## config.mk

```make
export PLATFORM = sky130hd
export DESIGN_NAME = click_fifo_sync
export DESIGN_NICKNAME = d
export VERILOG_FILES = /design/src/rtl/click_fifo_sync.sv
export SDC_FILE = /design/constraint.sdc
export NUM_CORES = 1
export LEC_CHECK = 0
export BUFFER_PORTS_ARGS = -buffer_cell sky130_fd_sc_hd__buf_2
export CAP_MARGIN = 0
export CORE_MARGIN = 1.5
export CORE_UTILIZATION = 52
export DETAILED_ROUTE_END_ITERATION = 10
export GPL_TIMING_DRIVEN = 0
export PLACE_DENSITY = 0.75
export SLEW_MARGIN = 40
export SYNTH_ARGS = -nofsm -noshare
export SYNTH_HDL_FRONTEND = slang
export SYNTH_SLANG_ARGS = --single-unit
```

## constraint.sdc

```tcl
create_clock -name clk -period 1.9 [get_ports clk]
set_input_delay 0.095 -clock clk [delete_from_list [all_inputs] [get_ports clk]]
set_output_delay 0.095 -clock clk [all_outputs]
set_load 0.1 [all_outputs]
```

## src/rtl/click_fifo_sync.sv

```systemverilog
// click_fifo_sync
//   Clocked FIFO bridging a 2-phase (transition-signalled) bundled-data
//   click pipeline into synchronous logic and back out again.
//
//   Ports
//     clk       : rising-edge clock
//     reset     : asynchronous, active-high reset
//     in_req    : 2-phase request, one transition per incoming token
//     in_data   : bundled data, stable from in_req transition to in_ack transition
//     in_ack    : 2-phase acknowledge (registered)
//     out_req   : 2-phase request (registered)
//     out_data  : bundled data (registered), leads out_req by one cycle
//     out_ack   : 2-phase acknowledge from the consumer
//     count     : entries held in FIFO memory (output register excluded)
//     full      : count == DEPTH
//     empty     : count == 0
module click_fifo_sync #(
  parameter int unsigned           DATA_WIDTH  = 32,
  parameter int unsigned           DEPTH       = 4,
  parameter int unsigned           SYNC_STAGES = 2,
  parameter logic [DATA_WIDTH-1:0] VALUE       = '0,
  parameter logic                  PHASE_INIT  = 1'b0
) (
  input  logic                    clk,
  input  logic                    reset,
  input  logic                    in_req,
  input  logic [DATA_WIDTH-1:0]   in_data,
  output logic                    in_ack,
  output logic                    out_req,
  output logic [DATA_WIDTH-1:0]   out_data,
  input  logic                    out_ack,
  output logic [$clog2(DEPTH):0]  count,
  output logic                    full,
  output logic                    empty
);

  localparam int unsigned AW = $clog2(DEPTH);
  localparam int unsigned CW = AW + 1;

  typedef enum logic [1:0] {
    O_IDLE = 2'd0,
    O_REQ  = 2'd1,
    O_WAIT = 2'd2
  } o_state_e;

  // Synchronisers for the two asynchronous handshake inputs.
  logic [SYNC_STAGES-1:0] in_req_sync_q;
  logic [SYNC_STAGES-1:0] out_ack_sync_q;
  logic                   in_req_s;
  logic                   out_ack_s;

  // NOTE: sequential state always uses non-blocking assignments so every
  // flop samples the pre-edge value of its neighbours.
  always_ff @(posedge clk or posedge reset) begin
    if (reset) begin
      in_req_sync_q  <= {SYNC_STAGES{PHASE_INIT}};
      out_ack_sync_q <= {SYNC_STAGES{PHASE_INIT}};
    end else begin
      in_req_sync_q  <= {in_req_sync_q[SYNC_STAGES-2:0], in_req};
      out_ack_sync_q <= {out_ack_sync_q[SYNC_STAGES-2:0], out_ack};
    end
  end

  assign in_req_s  = in_req_sync_q[SYNC_STAGES-1];
  assign out_ack_s = out_ack_sync_q[SYNC_STAGES-1];

  // Storage and bookkeeping state.
  logic [DATA_WIDTH-1:0] mem [DEPTH];
  logic [AW-1:0]         wr_ptr_q;
  logic [AW-1:0]         rd_ptr_q;
  logic [CW-1:0]         count_q;
  logic [CW-1:0]         count_d;
  logic                  in_ack_q;
  logic                  out_req_q;
  logic [DATA_WIDTH-1:0] out_data_q;
  o_state_e              state_q;

  logic full_w;
  logic empty_w;
  logic in_pending;
  logic wr_en;
  logic ld_en;

  assign full_w     = (count_q == CW'(DEPTH));
  assign empty_w    = (count_q == '0);
  // An unacknowledged transition means a token is waiting upstream.
  assign in_pending = in_req_s ^ in_ack_q;
  // full is the pre-edge value, so a same-cycle load never lets a write through.
  assign wr_en      = in_pending & ~full_w;
  assign ld_en      = (state_q == O_IDLE) & ~empty_w;

  always_comb begin
    count_d = count_q;
    unique case ({wr_en, ld_en})
      2'b10:   count_d = count_q + CW'(1);
      2'b01:   count_d = count_q - CW'(1);
      default: count_d = count_q;
    endcase
  end

  // NOTE: the data array carries no reset; pointers and count define which
  // entries are valid, so stale contents are never observed.
  always_ff @(posedge clk) begin
    if (wr_en) begin
      mem[wr_ptr_q] <= in_data;
    end
  end

  // Input side: accept a pending token when there is room.
  always_ff @(posedge clk or posedge reset) begin
    if (reset) begin
      in_ack_q <= PHASE_INIT;
      wr_ptr_q <= '0;
      count_q  <= '0;
    end else begin
      count_q <= count_d;
      if (wr_en) begin
        wr_ptr_q <= wr_ptr_q + AW'(1);
        in_ack_q <= ~in_ack_q;
      end
    end
  end

  // Output FSM: load data, then signal it a cycle later so the consumer
  // sees stable data before the request transition.
  always_ff @(posedge clk or posedge reset) begin
    if (reset) begin
      state_q    <= O_IDLE;
      rd_ptr_q   <= '0;
      out_req_q  <= PHASE_INIT;
      out_data_q <= VALUE;
    end else begin
      unique case (state_q)
        O_IDLE: begin
          if (ld_en) begin
            out_data_q <= mem[rd_ptr_q];
            rd_ptr_q   <= rd_ptr_q + AW'(1);
            state_q    <= O_REQ;
          end
        end
        O_REQ: begin
          out_req_q <= ~out_req_q;
          state_q   <= O_WAIT;
        end
        O_WAIT: begin
          if (out_ack_s == out_req_q) begin
            state_q <= O_IDLE;
          end
        end
        default: state_q <= O_IDLE;
      endcase
    end
  end

  assign in_ack   = in_ack_q;
  assign out_req  = out_req_q;
  assign out_data = out_data_q;
  assign count    = count_q;
  assign full     = full_w;
  assign empty    = empty_w;

endmodule
```

==> results of run 1 <==
final cells by class:
cell class,count,area share
Clock buffer,21,0.0564
Sequential cell,175,0.616
Inverter,7,0.00352
Buffer,10,0.0115
Timing Repair Buffer,114,0.0952
Clock inverter,11,0.0143
Multi-Input combinational cell,97,0.177
Tap cell,168,0.0257
path summary, 6_finish.rpt:
| check | start | to | slack (ns) | cells past startpoint |
|---|---|---|---|---|
| worst max-delay path | count[1] | count[2] | 0.02 | 9 |
| max in group asynchronous | reset | count[2] | 1.23 | 4 |
| worst min register to register | in_req_sync_q[0] | in_req_sync_q[1] | 0.35 | 0 |
| worst min-delay path | reset | out_data[14] | 0.19 | 3 |
| min in group clk | in_req | in_req_sync_q[0] | 0.33 | 2 |
| worst max register to register | count[1] | count[2] | 0.02 | 9 |
synthesized netlist by cell type, drive strengths merged:
cell type,count
edfxtp,128
xnor2,6
clkbuf,2
or4b,1
ha,5
fa,1
nor3,3
nor3b,1
o21ai,1
inv,7
mux2i,1
buf,9
mux2,34
xor2,3
and2,4
nand2b,2
nor2,2
mux4,32
dfrtp,47
layout by cell type, fill, tap and decap left out, types with 3 or more instances in the layout:
| cell | n |
|---|---|
| buf_2 | 75 |
| mux4_2 | 31 |
| dfrtp_1 | 44 |
| dlygate4sd3_1 | 35 |
| xnor2_1 | 6 |
| ha_1 | 4 |
| mux2_2 | 34 |
| inv_1 | 4 |
| dfrtp_4 | 3 |
| edfxtp_1 | 128 |
| nor3_4 | 3 |
| clkinv_4 | 3 |
| clkinv_2 | 3 |
| clkbuf_16 | 17 |
| and2_4 | 4 |
| buf_6 | 8 |
| buf_4 | 3 |
| xor2_1 | 3 |
state kept, by name, summed over array words and instances (netlist names):
register,count
out_req,1
wr_ptr_q,2
in_req_sync_q,2
in_ack,1
mem,128
state_q,2
out_data,32
count,3
out_ack_sync_q,2
rd_ptr_q,2
cell families after synthesis:
logic type | after synthesis | synth area share
flip-flops | 175 | 0.770
multiplexers | 67 | 0.171
buffers and inverters | 18 | 0.0171
AND/OR/NAND/NOR | 13 | 0.0161
XOR/XNOR | 9 | 0.0121
adder cells (fa/ha/maj) | 6 | 0.0127
AO/OA/AOI/OAI | 1 | 0.000767
critical path: stages (launching register included):
cell	delay, ns
dfrtp_4	0.51
nor3b_4	0.24
nor2_4	0.08
inv_2	0.07
ha_4	0.13
inv_2	0.04
fa_2	0.33
xor2_1	0.14
nor2_1	0.12
xor2_1	0.15
per-layer routing:
metal / up-vias / global-route usage / share of wire
li1: 1414 / - / -
met1: 1635 / 0.237 / 0.43
met2: 74 / 0.307 / 0.51
met3: 19 / 0.0517 / 0.043
met4: 0 / 0.0741 / 0.018
met5: - / 0 / 0
through the flow:
step | area, µm² | worst slack (ns)
after floorplan | 6580 | -0.862
after global placement | 7160 | -0.474
after detailed placement | 7190 | -0.0597
after CTS | 8150 | 0.00210
after global routing | 8160 | -0.0810
final | 8160 | 0.0165
timing repair:
item / CTS / global route
hold endpoints to repair: 177 / 0
endpoints found under the setup margin: 1 / 37
hold buffers: 35 / 0
setup buffers: 4 / 0
gates resized for setup: 0 / 5
gates cloned: 0 / 1
pin swaps: 3 / 2
==> impl_metrics.yaml, run 1 <==
global_routing:
  grt_use_total: 0.186
  grt_pass1_wl_um: 17500
  grt_pass1_vias: 3367
  gr-total-overflow: 0
  antenna_found_initial: 0
  grt_max_degree: 33
final_layout:
  multiInputGateArea_um2: 1450
  synthToLayoutAreaGrowth_pct: 25.2
  regArea_um2: 5030
  fillers: 855
  fin_cells: 603
  antennaDiodeCount: 0
  layout-drive-gt1-share: 0.460
  nNetsFinal: 464
  utilization: 0.674
detailed_routing:
  drc_errors: 0
  first_pass_iters: 4
  wl_um: 11200
  drt_iter0_markers: 151
  vias: 3142
  routed_via_density: 5.21
  wire_per_inst_um: 18.6
  ant_nets: 0
flow_run:
  maxCapViolCount: 0
cts:
  cts_made_buffers: 17
  clk_latency_ns: 0.42
  clockBufferDepth: 2
  path_clk_slew_ns: 0.06
  clkSinkCount: 175
  htreeDepth: 4
  tritoncts: "done"
  cts-root-buf: "clkbuf_16"
yosys:
  ys_seq_area_frac: 0.770
  syn_avg_cell_area_um2: 22.6
  synth_seq_cells: 175
  synth_area_um2: 6520
  yosysWarningCount: 0
  ys_top_cells_by_area: "edfxtp_1 (59%), dfrtp_1 (18%), mux4_2 (11%)"
  yosys.area.top_type: "edfxtp_1"
  synth.distinct_cells: 23
  synthCells: 289
  yosysTopAreaCellShare: 0.590
  syn-num-nets: 331
floorplanning:
  start_util: 0.538
  core_area_um2: 12100
  rows: 40
  die_h_um: 115
  ios: 75
  die_x_um: 115
  die_area_um2: 13200
placement:
  dp.cells: 532
  io_buffer_count: 74
  hpwl_um: 6270
  gp_congestion: 0.669
setup_path:
  worst_setup_path_end_kind: "flop"
  path_class: "flop to flop"
  cp_max_fo: 5
  required_ns: 2.24
  critPathLaunchType: "flop"
  arrival_ns: 2.22
timing:
  slew_headroom: 0.653
  setup_viol: 0
  rsz0062_at_grt: "true"
  tns_ns: 0
  finalCritPeriodShare: 0.991
  fmax_mhz: 531
  period_minus_slack_ns: 1.88
  slew_viol_final: 0
  whs_ns: 0.191
  hold_violations: 0
  finClkSkew_ns: 0.00869
  tightest_slew_ns: 0.520
hold_path:
  min-delay-path-class: "primary input to asynchronous set/reset pin"
run_status:
  status: "complete, no violations"
Power of run 1 is left out: the tool's default activity adds up to more than one toggle a clock period on the data nets, which glitch-free logic cannot reach.
==> inputs of run 2 (changes only) <==
HOLD_SLACK_MARGIN = 0.08   (was not set)
RECOVER_POWER = 50   (was not set)
==> impl_metrics.yaml, run 2 (same netlist as run 1, synthesis figures left out) <==
global_routing:
  grt_use_met2: 0.307
  grt_util_met1: 0.237
  grt_pass1_vias: 3367
  grt_use_total: 0.186
  antenna_found_initial: 0
  gr-total-overflow: 0
  grt_pass1_wl_um: 17500
  busiest_layer: "met2"
  met3_usage: 0.0517
  grt_max_degree: 33
setup_path:
  path_class: "flop to flop"
  arrival_ns: 2.22
  reg2reg_from: "count[1]"
  required_ns: 2.24
  cp_max_fo: 5
  critPathLaunchType: "flop"
  setup.worst_path.start: "count[1]"
  worst_setup_path_end_kind: "flop"
detailed_routing:
  vias: 3135
  drc_errors: 0
  ant_nets: 0
  drt_iter0_markers: 136
  wl_um: 11200
  first_pass_iters: 4
  routed_via_density: 5.20
  wire_per_inst_um: 18.6
cts:
  tritoncts: "done"
  cts-root-buf: "clkbuf_16"
  clkSinkCount: 175
  clk_latency_ns: 0.42
  htreeDepth: 4
  path_clk_slew_ns: 0.06
  cts_made_buffers: 17
  clockBufferDepth: 2
final_layout:
  top_register: "mem"
  final_common_cell: "edfxtp_1"
  synthToLayoutAreaGrowth_pct: 24.6
  largest_reg_flops: 128
  fillers: 870
  nNetsFinal: 464
  antennaDiodeCount: 0
  multiInputGateArea_um2: 1450
  final_area_um2: 8120
  mostFrequentLayoutCells: "edfxtp_1 (128), dfrtp_1 (44), buf_2 (43), dlygate4sd3_1 (35)"
  regArea_um2: 5030
  layout-drive-gt1-share: 0.386
hold_path:
  min-delay-path-class: "primary input to flop"
  hold_start: "in_req"
floorplanning:
  core_area_um2: 12100
  die_h_um: 115
  die_x_um: 115
  ios: 75
  die_area_um2: 13200
  start_util: 0.538
  rows: 40
timing:
  finClkSkew_ns: 0.00815
  tightest_slew_ns: 1.11
  rsz0062_at_grt: "true"
  period_minus_slack_ns: 1.88
  tns_ns: 0
  slew_viol_final: 0
  hold_violations: 0
  setup_viol: 0
  setup_slack_ns: 0.0166
  slew_headroom: 0.257
  fmax_mhz: 531
  finalCritPeriodShare: 0.991
  whs_ns: 0.331
placement:
  dpl-instance-area_um2: 7190
  hpwl_um: 6270
  gp_congestion: 0.669
  dpl_worst_slack_ns: -0.0597
  io_buffer_count: 74
run_status:
  status: "complete, no violations"
flow_run:
  maxCapViolCount: 0
-- run 2: cell type report --
cell class	instances	area share
plain buffers	10	0.0116
clock buffers	21	0.0567
clock inverters	11	0.0143
inverters	7	0.00339
multi-input cells	97	0.178
flip-flops and latches	175	0.619
well taps	168	0.0259
repair buffers	114	0.0907
-- run 2: path summary, 6_finish.rpt --
kind / endpoint / slack, ns / depth (start not counted)
setup / recovery: count[2] / 0.02 / 9
hold / removal: in_req_sync_q[0] / 0.33 / 2
setup reg to reg: count[2] / 0.02 / 9
hold reg to reg: in_req_sync_q[1] / 0.35 / 0
max in group asynchronous: count[2] / 0.78 / 4
min in group asynchronous: out_data[14] / 0.44 / 3
-- run 2: repair_timing --
action	CTS	global route
setup endpoints to repair	1	37
hold endpoints to repair	177	0
buffers inserted	4	0
hold buffers	35	0
pin swaps	3	2
cloned	0	1
gates resized for setup	0	5
-- run 2: critical path, cell delays in order (launching register included) --
cell and delay, ns:
dfrtp_4 0.51, nor3b_4 0.24, nor2_4 0.08, inv_2 0.07
ha_4 0.13, inv_2 0.04, fa_2 0.33, xor2_1 0.14
nor2_1 0.12, xor2_1 0.15
-- run 2: metal layers --
layer	part of all wire	vias up
met3	0.042	19
li1	-	1414
met4	0.018	0
met2	0.51	67
met5	0	-
met1	0.43	1635
-- run 2: metrics by stage --
stage | util | instances
floorplan | - | 289
global placement | 0.591 | 531
detailed placement | 0.594 | 532
CTS | 0.673 | 603
global route | 0.671 | 603
finish | 0.671 | 603
Power of run 2 is left out for the same reason.
